<file path="src/rtl/seg7_pkg.sv">
// Shared types and constants for the seven-segment scan path.
// Glyph table is stored active-high; seg_polarity() maps it to the board polarity.
package seg7_pkg;

    typedef enum logic {
        BLANK,
        SHOW
    } scan_state_e;

    // Bit order {g,f,e,d,c,b,a}, 1 = segment lit.
    localparam logic [6:0] SEG7_HEX [16] = '{
        7'h3F, 7'h06, 7'h5B, 7'h4F, 7'h66, 7'h6D, 7'h7D, 7'h07,
        7'h7F, 7'h6F, 7'h77, 7'h7C, 7'h39, 7'h5E, 7'h79, 7'h71
    };

    function automatic logic [6:0] seg_polarity(input logic [6:0] segs_hi,
                                                input logic       active_low);
        return active_low ? ~segs_hi : segs_hi;
    endfunction

endpackage

</file>
<file path="src/rtl/hex_to_seg7.sv">
// Combinational hex nibble to active-high seven-segment glyph.
module hex_to_seg7
    import seg7_pkg::*;
(
    input  logic [3:0] nibble,
    output logic [6:0] seg_hi
);

    always_comb begin
        seg_hi = SEG7_HEX[nibble];
    end

endmodule

</file>
<file path="src/rtl/seven_seg_scan_mux.sv">
// Time-multiplexed NUM_DIGITS seven-segment driver with frame-coherent shadow data
// and inter-digit blanking. Optional macro LEADING_ZERO_BLANK_EN blanks leading zeros.
module seven_seg_scan_mux
    import seg7_pkg::*;
#(
    parameter int unsigned NUM_DIGITS     = 8,
    parameter int unsigned REFRESH_DIV    = 100000,
    parameter int unsigned BLANK_CYCLES   = 1000,
    parameter logic        SEG_ACTIVE_LOW = 1'b1
) (
    input  logic                      clk,
    input  logic                      rst,
    input  logic [4*NUM_DIGITS-1:0]   data_in,
    input  logic                      load,
    input  logic [NUM_DIGITS-1:0]     dp_in,
    output logic [6:0]                seg,
    output logic                      dp,
    output logic [NUM_DIGITS-1:0]     an,
    output logic                      frame_done
);

    localparam int unsigned DW    = 4 * NUM_DIGITS;
    localparam int unsigned IDX_W = (NUM_DIGITS > 1) ? $clog2(NUM_DIGITS) : 1;
    localparam int unsigned MAXC  = (REFRESH_DIV > BLANK_CYCLES) ? REFRESH_DIV : BLANK_CYCLES;
    localparam int unsigned PRE_W = $clog2(MAXC);

    localparam logic [PRE_W-1:0]      BLANK_LAST = PRE_W'(BLANK_CYCLES - 1);
    localparam logic [PRE_W-1:0]      SHOW_LAST  = PRE_W'(REFRESH_DIV - 1);
    localparam logic [IDX_W-1:0]      IDX_LAST   = IDX_W'(NUM_DIGITS - 1);
    localparam logic [6:0]            SEG_OFF    = seg_polarity(7'h00, SEG_ACTIVE_LOW);
    localparam logic                  DP_OFF     = SEG_ACTIVE_LOW;
    localparam logic [NUM_DIGITS-1:0] AN_OFF     = {NUM_DIGITS{SEG_ACTIVE_LOW}};

    scan_state_e            state_q, state_d;
    logic [PRE_W-1:0]       presc_q, presc_d;
    logic [IDX_W-1:0]       idx_q, idx_d;
    logic [DW-1:0]          pend_data_q, pend_data_d;
    logic [NUM_DIGITS-1:0]  pend_dp_q, pend_dp_d;
    logic [DW-1:0]          shadow_data_q, shadow_data_d;
    logic [NUM_DIGITS-1:0]  shadow_dp_q, shadow_dp_d;
    logic [6:0]             seg_q, seg_d;
    logic                   dp_q, dp_d;
    logic [NUM_DIGITS-1:0]  an_q, an_d;
    logic                   frame_end;
    logic [3:0]             cur_nibble;
    logic [6:0]             cur_seg_hi;
    logic                   digit_blank;

    always_comb begin
        state_d   = state_q;
        presc_d   = presc_q + PRE_W'(1);
        idx_d     = idx_q;
        frame_end = 1'b0;
        unique case (state_q)
            BLANK: begin
                if (presc_q == BLANK_LAST) begin
                    state_d = SHOW;
                    presc_d = '0;
                end
            end
            SHOW: begin
                if (presc_q == SHOW_LAST) begin
                    state_d   = BLANK;
                    presc_d   = '0;
                    frame_end = (idx_q == IDX_LAST);
                    idx_d     = (idx_q == IDX_LAST) ? '0 : idx_q + IDX_W'(1);
                end
            end
            default: begin
                state_d = BLANK;
                presc_d = '0;
            end
        endcase
    end

    // pend_*_d already folds in a coincident load, so frame end picks up fresh data directly.
    always_comb begin
        pend_data_d   = load ? data_in : pend_data_q;
        pend_dp_d     = load ? dp_in   : pend_dp_q;
        shadow_data_d = frame_end ? pend_data_d : shadow_data_q;
        shadow_dp_d   = frame_end ? pend_dp_d   : shadow_dp_q;
    end

`ifdef LEADING_ZERO_BLANK_EN
    logic [NUM_DIGITS-1:0] blank_q, blank_d;

    // Digits above the most-significant non-zero nibble; digit 0 is never blanked.
    function automatic logic [NUM_DIGITS-1:0] lz_mask(input logic [DW-1:0] v);
        logic [NUM_DIGITS-1:0] m;
        logic                  seen;
        m    = '0;
        seen = 1'b0;
        for (int unsigned i = NUM_DIGITS - 1; i >= 1; i--) begin
            seen = seen | (v[4*i +: 4] != 4'h0);
            m[i] = ~seen;
        end
        return m;
    endfunction

    always_comb begin
        blank_d     = frame_end ? lz_mask(shadow_data_d) : blank_q;
        digit_blank = blank_q[idx_q];
    end

    always_ff @(posedge clk or posedge rst) begin
        if (rst) begin
            blank_q <= ~NUM_DIGITS'(1);
        end else begin
            blank_q <= blank_d;
        end
    end
`else
    always_comb begin
        digit_blank = 1'b0;
    end
`endif

    always_comb begin
        cur_nibble = shadow_data_q[{idx_q, 2'b00} +: 4];
    end

    hex_to_seg7 u_dec (
        .nibble (cur_nibble),
        .seg_hi (cur_seg_hi)
    );

    always_comb begin
        seg_d = SEG_OFF;
        dp_d  = DP_OFF;
        an_d  = AN_OFF;
        if (state_q == SHOW) begin
            seg_d = seg_polarity(digit_blank ? 7'h00 : cur_seg_hi, SEG_ACTIVE_LOW);
            dp_d  = shadow_dp_q[idx_q] ^ SEG_ACTIVE_LOW;
            an_d  = (NUM_DIGITS'(1) << idx_q) ^ AN_OFF;
        end
    end

    always_ff @(posedge clk or posedge rst) begin
        if (rst) begin
            state_q       <= BLANK;
            presc_q       <= '0;
            idx_q         <= '0;
            pend_data_q   <= '0;
            pend_dp_q     <= '0;
            shadow_data_q <= '0;
            shadow_dp_q   <= '0;
            seg_q         <= SEG_OFF;
            dp_q          <= DP_OFF;
            an_q          <= AN_OFF;
        end else begin
            state_q       <= state_d;
            presc_q       <= presc_d;
            idx_q         <= idx_d;
            pend_data_q   <= pend_data_d;
            pend_dp_q     <= pend_dp_d;
            shadow_data_q <= shadow_data_d;
            shadow_dp_q   <= shadow_dp_d;
            seg_q         <= seg_d;
            dp_q          <= dp_d;
            an_q          <= an_d;
        end
    end

    assign seg        = seg_q;
    assign dp         = dp_q;
    assign an         = an_q;
    assign frame_done = frame_end;

endmodule
</file>
<file path="config.mk">
export PLATFORM = sky130hd
export DESIGN_NAME = seven_seg_scan_mux
export DESIGN_NICKNAME = d
export VERILOG_FILES = /design/src/rtl/seg7_pkg.sv /design/src/rtl/hex_to_seg7.sv /design/src/rtl/seven_seg_scan_mux.sv
export SDC_FILE = /design/constraint.sdc
export NUM_CORES = 1
export LEC_CHECK = 0
export CAP_MARGIN = 10
export CORE_ASPECT_RATIO = 0.8
export CORE_MARGIN = 5
export CORE_UTILIZATION = 30
export DETAILED_ROUTE_END_ITERATION = 16
export SYNTH_ARGS = -nofsm -noshare
export SYNTH_HDL_FRONTEND = slang
export SYNTH_SLANG_ARGS = --single-unit
</file>
<file path="constraint.sdc">
create_clock -name clk -period 10.9 [get_ports clk]
set_clock_uncertainty 0.05 [all_clocks]
set_input_delay 1.635 -clock clk [delete_from_list [all_inputs] [get_ports clk]]
set_output_delay 1.635 -clock clk [all_outputs]
set_load 0.005 [all_outputs]
</file>
==> reports/qor.csv <==
metric;value;unit
hold_buffers;0;
post_cts_resized;0;
setup_violations;0;
clk_latency;0.42;ns
hold_viol_final;0;
antenna_found_initial;0;
synthTopCellsByCount;101 x dfrtp_1, 45 x mux2_2, 39 x mux2_4;
cts_setup_buffers;0;
min_period_over_period;39.4;%
max_freq;0.233;GHz
drt_iter0_markers;151;
cp-startpoint;idx_q[0];
crit_required;9.22;ns
fin_ws;6.61;ns
placementRows;43;
grt_use_total;11.1;%
crit_path_max_incr_delay;0.75;ns
pre_cts_ws;7.01;ns
place_area;6030;sq um
crit_family;flip-flops;
core;17300;sq um
status;completed;
cp_cell_sequence;ha_1 -> ha_1 -> nand2_1 -> or2_2 -> inv_1 -> clkdlybuf4s50_1;
fin_setup_tns;0;ns
critPathArrivalTime;2.61;ns
startpoint_type;flip-flop;
grt_max_degree;83;
grt_overflow_total;0;
ys_types;40;
powerDensity;168;nW/um^2
num_antenna_cells;0;
synth_nets;414;
pwr-share-clk;51.8;%
path_buf_inv;2;
netSwitchingPower;0.000232;W
pwr-share-seq;41.7;%
grt_pass1_wl;17500;um
drc;0;
die_w;158;um
synth_flop_cell;dfrtp_1;
slew_headroom;32.8;%
synthTopCellsByArea;dfrtp_1 48%, mux2_4 11%, mux2_2 9.6%;
syn_to_final_growth;26.0;%
post_drt_wl_per_cell;15.8;um
dr_total_vias;3012;
worstSetupEndpointType;output port;
cts.sinks;117;
wirelength;10500;um
r2r_setup_slack;8.08;ns
root_buffer;clkbuf_16;
clockBufferDepth;2;
ctsHtreeMaxLevel;4;
timing.rr.start;idx_q[0];
synth_top_area_share;47.8;%
tritoncts;done;
peakVddDrop;125;uV
holdWs;0.432;ns
die_h;129;um
drive_above_1_share;34.6;%
synth_edf_count;0;
cpMostUsedCell;ha_1;
path_clk_slew;0.05;ns
netlist_area;5280;sq um
p_int;0.000886;W
synth_seq_area_share;55.8;%
yosysMostFrequentCell;dfrtp_1;
gp_routability_congestion;0.817;
syn_area_per_cell;14.8;sq um
final_nets;480;
portBuffers;59;
ant_nets;0;
stdcell_count;662;
hp-start;presc_q[0];
viasPerCell;4.55;
p_leak;3.01;nW
async_flop_share;100;%
slew_viol_final;0;
hp-class;flip-flop to flip-flop;
dp_cells;630;
grt_pass1_vias;3312;
synth_largest_area_cell;dfrtp_1;
synthesis.instances;358;
numCtsBuffers;17;
hpwl;7370;um
ys_warn_count;0;
ios;60;
max-cap-violations;0;
criticalPathCategory;flip-flop to output port;
worst_pin_slew;1.01;ns
combPwrFrac;6.5;%
dr.pass1.iters;4;
crit_fanout;14;
fin_area;6660;sq um
crit_slowest_cell;dfrtp_1;
sw_frac_of_total;20.7;%
ys_ff_latch;117;
period_minus_slack;4.29;ns
start_util;30.5;%
dieArea;20400;sq um
rsz0062_at_grt;false;
[cell families after synthesis]
family                   count (synthesis)  share of synthesized area, %
AO/OA/AOI/OAI                           10                          1.47
XOR/XNOR                                15                          2.49
adder cells (fa/ha/maj)                 13                          3.08
buffers and inverters                   26                          3.43
flip-flops                             117                          55.8
multiplexers                           103                          26.4
AND/OR/NAND/NOR                         74                          7.34
[registers in the layout (all words and copies together), names as in the netlist]
signal,flops
idx_q,3
state_q,1
shadow_dp_q,8
an,8
shadow_data_q,32
seg,7
pend_dp_q,8
dp,1
pend_data_q,32
presc_q,17
[per-stage QoR]
step | util [%] | power [W]
after global routing | 38.4 | 0.00116
after CTS | 38.4 | 0.00113
after floorplan | - | 0.000517
after global placement | 34.8 | 0.000545
after detailed placement | 34.8 | 0.000547
final | 38.4 | 0.00112
[final cells by class]
| cell class | count | area [sq um] |
|---|---|---|
| fill | 1615 | 10700 |
| sequential | 117 | 2950 |
| inverter | 12 | 47.5 |
| clock buffer | 19 | 443 |
| clock inverter | 13 | 181 |
| timing repair buffer | 61 | 601 |
| tap | 225 | 282 |
| multi-input combinational | 215 | 2150 |
[per-layer routing]
| metal | vias up | track usage (%) | routed length, um |
|---|---|---|---|
| li1 | 1399 | - | - |
| met1 | 1527 | 15.8 | 5080 |
| met2 | 77 | 15.7 | 4580 |
| met3 | 9 | 4.10 | 682 |
| met4 | 0 | 3.81 | 148 |
| met5 | - | 0 | 0 |
[cells in the final DEF (no fill, tap or decap), types with 3 or more instances in the layout]
master	Yosys	layout
xnor2_1	6	6
mux4_2	8	8
nand3_1	13	13
clkbuf_16	0	17
mux2_4	39	39
and3_1	3	3
nand2_1	23	23
bufinv_16	0	4
dfrtp_1	101	101
inv_1	12	11
nand4_1	5	5
mux2i_1	10	10
clkinv_2	0	3
clkinvlp_4	0	5
ha_1	13	13
nor3_1	4	4
mux2_2	45	45
o221ai_1	3	3
dfstp_2	16	16
nor2_1	13	13
clkdlybuf4s50_1	0	58
xor2_1	9	9
[power by group through the flow]
stage	Clock (W)	Combinational (W)	Sequential, W
after floorplan	0	0.0000473	0.000469
after global placement	0	0.0000717	0.000473
after detailed placement	0	0.0000735	0.000473
after CTS	0.000594	0.0000742	0.000466
after global routing	0.000616	0.0000804	0.000468
final	0.000580	0.0000724	0.000466
[final timing paths]
kind                                   end  cells past startpoint
min reg2reg                     presc_q[0]                      1
min in group asynchronous     pend_dp_q[2]                      2
max                             frame_done                      6
max reg2reg                         seg[0]                      6
min                             presc_q[0]                      1
max in group asynchronous  pend_data_q[17]                      3
No activity file was read; power rests on OpenSTA's default activity.
